==> src/rtl/cpu_mem_arbiter.sv <==
`default_nettype none
// ============================================================================
// Module   : cpu_mem_arbiter
// Brief    : Arbitrates the CPU instruction and data ports onto one pipelined
//            SRAM. Responses return in grant order through a tag pipeline.
//            ARB_ROUND_ROBIN_EN selects round-robin (else data-over-inst).
// Revision : 1.0 - initial release
// ============================================================================
module cpu_mem_arbiter #(
    parameter int MEM_LAT = 1
) (
    input  logic        clk,
    input  logic        resetn,

    input  logic        inst_req,
    input  logic        inst_wr,
    input  logic [3:0]  inst_wstrb,
    input  logic [31:0] inst_addr,
    input  logic [31:0] inst_wdata,
    output logic        inst_addr_ok,
    output logic        inst_data_ok,
    output logic [31:0] inst_rdata,

    input  logic        data_req,
    input  logic        data_wr,
    input  logic [3:0]  data_wstrb,
    input  logic [31:0] data_addr,
    input  logic [31:0] data_wdata,
    output logic        data_addr_ok,
    output logic        data_data_ok,
    output logic [31:0] data_rdata,

    output logic        mem_en,
    output logic [3:0]  mem_we,
    output logic [31:0] mem_addr,
    output logic [31:0] mem_wdata,
    input  logic [31:0] mem_rdata
);

    localparam logic c_port_inst = 1'b0;
    localparam logic c_port_data = 1'b1;

    logic w_grant_inst;
    logic w_grant_data;
    logic w_grant;

`ifdef ARB_ROUND_ROBIN_EN
    logic r_rr_ptr;

    always_comb begin
        w_grant_inst = 1'b0;
        w_grant_data = 1'b0;
        if (resetn) begin
            if (inst_req && data_req) begin
                w_grant_inst = (r_rr_ptr == c_port_inst);
                w_grant_data = (r_rr_ptr == c_port_data);
            end else begin
                w_grant_inst = inst_req;
                w_grant_data = data_req;
            end
        end
    end

    // Preference flips to the port that did not just win.
    always_ff @(posedge clk or negedge resetn) begin
        if (!resetn) begin
            r_rr_ptr <= c_port_inst;
        end else if (w_grant_inst) begin
            r_rr_ptr <= c_port_data;
        end else if (w_grant_data) begin
            r_rr_ptr <= c_port_inst;
        end
    end
`else
    assign w_grant_data = resetn & data_req;
    assign w_grant_inst = resetn & inst_req & ~data_req;
`endif

    assign w_grant      = w_grant_inst | w_grant_data;
    assign inst_addr_ok = w_grant_inst;
    assign data_addr_ok = w_grant_data;

    always_comb begin
        mem_en    = w_grant;
        mem_we    = 4'b0000;
        mem_addr  = 32'h0;
        mem_wdata = 32'h0;
        if (w_grant_data) begin
            mem_we    = data_wr ? data_wstrb : 4'b0000;
            mem_addr  = data_addr;
            mem_wdata = data_wdata;
        end else if (w_grant_inst) begin
            mem_we    = inst_wr ? inst_wstrb : 4'b0000;
            mem_addr  = inst_addr;
            mem_wdata = inst_wdata;
        end
    end

    // Stage MEM_LAT-1 lines up with the SRAM read data for that grant.
    logic [MEM_LAT-1:0] r_tag_valid;
    logic [MEM_LAT-1:0] r_tag_port;

    always_ff @(posedge clk or negedge resetn) begin
        if (!resetn) begin
            r_tag_valid <= '0;
            r_tag_port  <= '0;
        end else begin
            r_tag_valid[0] <= w_grant;
            r_tag_port[0]  <= w_grant_data;
            for (int i = 1; i < MEM_LAT; i++) begin
                r_tag_valid[i] <= r_tag_valid[i-1];
                r_tag_port[i]  <= r_tag_port[i-1];
            end
        end
    end

    logic w_rsp_valid;
    logic w_rsp_port;

    assign w_rsp_valid  = r_tag_valid[MEM_LAT-1];
    assign w_rsp_port   = r_tag_port[MEM_LAT-1];
    assign inst_data_ok = w_rsp_valid & (w_rsp_port == c_port_inst);
    assign data_data_ok = w_rsp_valid & (w_rsp_port == c_port_data);

    logic [31:0] r_inst_rdata;
    logic [31:0] r_data_rdata;

    always_ff @(posedge clk or negedge resetn) begin
        if (!resetn) begin
            r_inst_rdata <= 32'h0;
            r_data_rdata <= 32'h0;
        end else begin
            if (inst_data_ok) begin
                r_inst_rdata <= mem_rdata;
            end
            if (data_data_ok) begin
                r_data_rdata <= mem_rdata;
            end
        end
    end

    assign inst_rdata = inst_data_ok ? mem_rdata : r_inst_rdata;
    assign data_rdata = data_data_ok ? mem_rdata : r_data_rdata;

endmodule
`default_nettype wire

==> config.mk <==
export PLATFORM = sky130hd
export DESIGN_NAME = cpu_mem_arbiter
export DESIGN_NICKNAME = d
export VERILOG_FILES = /design/src/rtl/cpu_mem_arbiter.sv
export SDC_FILE = /design/constraint.sdc
export NUM_CORES = 1
export LEC_CHECK = 0
export ABC_AREA = 1
export CORE_AREA = 5 5 119 121
export DETAILED_ROUTE_END_ITERATION = 7
export DIE_AREA = 0 0 124 126
export PLACE_DENSITY = 0.73
export SYNTH_ARGS = -nofsm -noshare
export SYNTH_HDL_FRONTEND = slang
export SYNTH_SLANG_ARGS = --single-unit
==> constraint.sdc <==
create_clock -name clk -period 1.3 [get_ports clk]
set_input_delay 0.26 -clock clk [delete_from_list [all_inputs] [get_ports clk]]
set_output_delay 0.26 -clock clk [all_outputs]
set_load 0.02 [all_outputs]
# == Word-level counts from Yosys, hierarchy flattened ==
# Cells that the tools add are included.
# op_classes
n_mux,10
bitwise,8
# op_table
operator,n
2-to-1 mux 32 bit,6
2-to-1 mux 4 bit,4
bitwise AND 1 bit,5
NOT 1 bit,2
bitwise OR 1 bit,1
# word_totals
inputBits,174
ff_bits,66
out_inout_bits,137

# == Depth between registers and ports, before layout ==
# logic_depth
ltp_word,4
ltp_mapped,6

# == Least setup slack after synthesis ==
# Ideal clock, no wire load.
# synth_path
path_type,register to output
from,register r_tag_port
to,output inst_rdata[10]
setup_slack_ns,-0.257
arrival_ns,1.297
path_buffers,2
path_stages_with_launch,6
path_cell_list,dfrtp_1 inv_1 nand2_1 buf_2 clkbuf_1 o21ai_0
# synth_via
elab_chain_cells,3
# synth_rtl
item,line_no,rtl
"start, declared",101,logic [MEM_LAT-1:0] r_tag_port;
"start signal, assigned by index",112,r_tag_port[i] <= r_tag_port[i-1];
NOT 1 bit,122,assign inst_data_ok = w_rsp_valid & (w_rsp_port == c_port_inst);
bitwise AND 1 bit,122,
2-to-1 mux 32 bit,--,
"end, declared",22,"output logic [31:0] inst_rdata,"
# Every way passes these cells.

# == Final worst setup path ==
# layout_path
from,register r_tag_port
to,output data_rdata[2]
# layout_via
elab_chain_cells,2
# layout_rtl
item,line_no,rtl
bitwise AND 1 bit,123,assign data_data_ok = w_rsp_valid & (w_rsp_port == c_port_data);
2-to-1 mux 32 bit,--,
"end, declared",31,"output logic [31:0] data_rdata,"
# Every way passes these cells.

==> reports/qor.csv <==
metric;value;unit
status;finished, violations left;
violations;negative setup slack;
crit_required;1.04;ns
tightest_slew;0.855;ns
n_antenna_cell;0;
drtIter0Drc;261;
postRouteAntennaNets;0;
clkPwrFrac;0.249;
seqPwrFrac;0.257;
grt_overflow_total;0;
clock_path_buffers;2;
clk_latency;0.34;ns
ys_top_cells_by_area;dfrtp_1, nand2_1, o21ai_0, inv_1, buf_2;
p_comb_frac;0.494;
die-height;126;um
vias_per_cell;4.73;
fin_skew;0.0116;ns
finalHoldViolCount;0;
max_freq;532;MHz
place_ws;-1.02;ns
ys_seq_area_frac;0.494;
grt_pass1_vias;5667;
finalNonFillerCells;1078;
placed_area;7390;sq um
postSynthAreaPerCell;7.02;sq um
grt_pass1_wl;31700;um
setup_tns;-41.42;ns
postSynthCellCount;476;
cp.arrival;1.62;ns
grt_usage;0.271;
p_per_area;994;nW/um^2
cts.sinks;66;
syn_to_final_growth;212;%
min_from;inst_req;
worst_setup_path_start_kind;flip-flop;
ys.flop_type;dfrtp_1;
cp_max_fo;8;
vias;5100;
start_util;0.257;
cts_buffers;9;
die_w;124;um
r2r_start;r_tag_port;
ys_types;12;
period_share;1.45;
design_area;10400;sq um
place_congestion;0.913;
port_buffers;310;
wl_per_cell;22.3;um
synth_nets;650;
rows;42;
end_kind;output pin;
drt_wl_total;24100;um
drv_slew;0;
path_class;reg -> out;
grt_max_degree;66;
crit_path_start;r_tag_port;
cts_tree;done;
placed_cells;995;
cap_violations;0;
drcViolationCount;0;
synthArstFlopShare;1.00;
rsz0062_at_grt;true;
synth_most_common_cell;nand2_1;
p_int;6.72;mW
synth-seq-cells;66;
syn_area;3340;sq um
nets;1071;
hold_class;in -> reg;
dp_hpwl;13900;um
report.power.total;10.4;mW
pin_count;311;
yosys.area.top_type_share;0.494;
setup_viol;147;
clockRootBuffer;clkbuf_16;
setup_slack;-0.580;ns
first_pass_iters;4;
core;13000;sq um
ys_warn_count;0;
p_switching;3.63;mW
fin_crit;1.88;ns
synthTopCellsByCount;nand2_1, dfrtp_1, o21ai_0, inv_1, buf_2;
ir_drop;0.615;mV
drive_above_1_share;0.616;
p_sw_frac;0.351;
p_leak;5.21;nW
die_area;15600;sq um
synth_top_area_cell;dfrtp_1;
max-slew-margin-rel;0.430;
synth-edff-count;0;
path_clk_slew;0.05;ns
antenna_found_initial;0;
cts_htree_levels;3;
-- cell families (layout without fill, tap and decap cells) --
| group | count (synthesis) | in the layout | synth area share |
|---|---|---|---|
| simple gates | 278 | 278 | 0.318 |
| buf+inv | 68 | 494 | 0.0914 |
| flops | 66 | 66 | 0.494 |
| compound gates | 64 | 64 | 0.0959 |
-- worst max-delay path: stages, from the launching register on --
cell	delay (ns)
dfrtp_1	0.41
buf_6	0.15
nand2_8	0.12
buf_12	0.14
buf_16	0.15
nand2_2	0.07
o21ai_2	0.09
buf_6	0.15
-- power by group through the flow --
| stage | Clock, mW | Combinational, mW | Sequential [mW] |
|---|---|---|---|
| floorplan | 0 | 1.53 | 2.51 |
| global placement | 0 | 3.57 | 2.53 |
| detailed placement | 0 | 3.62 | 2.55 |
| CTS | 2.56 | 4.51 | 2.57 |
| global route | 2.70 | 5.32 | 2.68 |
| finish | 2.58 | 5.11 | 2.66 |
-- per-layer routing --
metal,routed length [um],up-vias,global-route usage,part of all wire
li1,-,2301,-,-
met1,7700,2454,0.261,0.32
met2,13100,262,0.503,0.55
met3,1880,83,0.0924,0.078
met4,1360,0,0.135,0.057
met5,0,-,0,0
-- stage by stage --
| step | hold slack, ns | utilization |
|---|---|---|
| finish | 0.317 | 0.802 |
| global route | 0.318 | 0.802 |
| CTS | 0.293 | 0.743 |
| detailed placement | 0.0792 | 0.569 |
| global placement | 0.0884 | 0.569 |
| floorplan | -0.0356 | - |
-- flip-flops by register name, indices dropped and copies added (netlist names) --
signal and flops:
r_data_rdata 32, r_tag_valid 1, r_tag_port 1, r_inst_rdata 32
-- worst paths after layout --
check	to	slack, ns	cells after the start
worst max register to register	r_data_rdata[30]	-0.13	8
worst min register to register	r_data_rdata[19]	0.49	2
min in group asynchronous	r_inst_rdata[4]	0.37	4
worst max-delay path	data_rdata[2]	-0.58	7
worst min-delay path	r_tag_valid	0.32	4
max in group asynchronous	r_tag_valid	0.33	4
-- layout by cell type, fill, tap and decap left out, drive strengths merged --
cell type and instances:
buf 265, bufinv 1, clkbuf 14, clkdlybuf4s50 161
clkinv 4, dfrtp 66, dlygate4sd2 3, dlygate4sd3 1
dlymetal6s2s 6, inv 39, nand2 273, nand4 4
nor2 1, o21ai 64
-- final cells by class --
| class | count | area [sq um] |
|---|---|---|
| Timing Repair Buffer | 438 | 5040 |
| Fill cell | 683 | 2570 |
| Sequential cell | 66 | 1650 |
| Multi-Input combinational cell | 342 | 3020 |
| Tap cell | 176 | 220 |
| Inverter | 40 | 165 |
| Clock buffer | 12 | 267 |
| Clock inverter | 4 | 48.8 |
-- repair_timing --
action                                  4_1_cts  5_1_grt
hold buffers                                  1        0
endpoints found under the hold margin         1        0
resized for setup                          1046      205
gates cloned                                 17        2
pin swaps                                    59       73
setup buffers                                39       26
endpoints found under the setup margin      137      155
No activity file was read; power rests on OpenSTA's default activity.
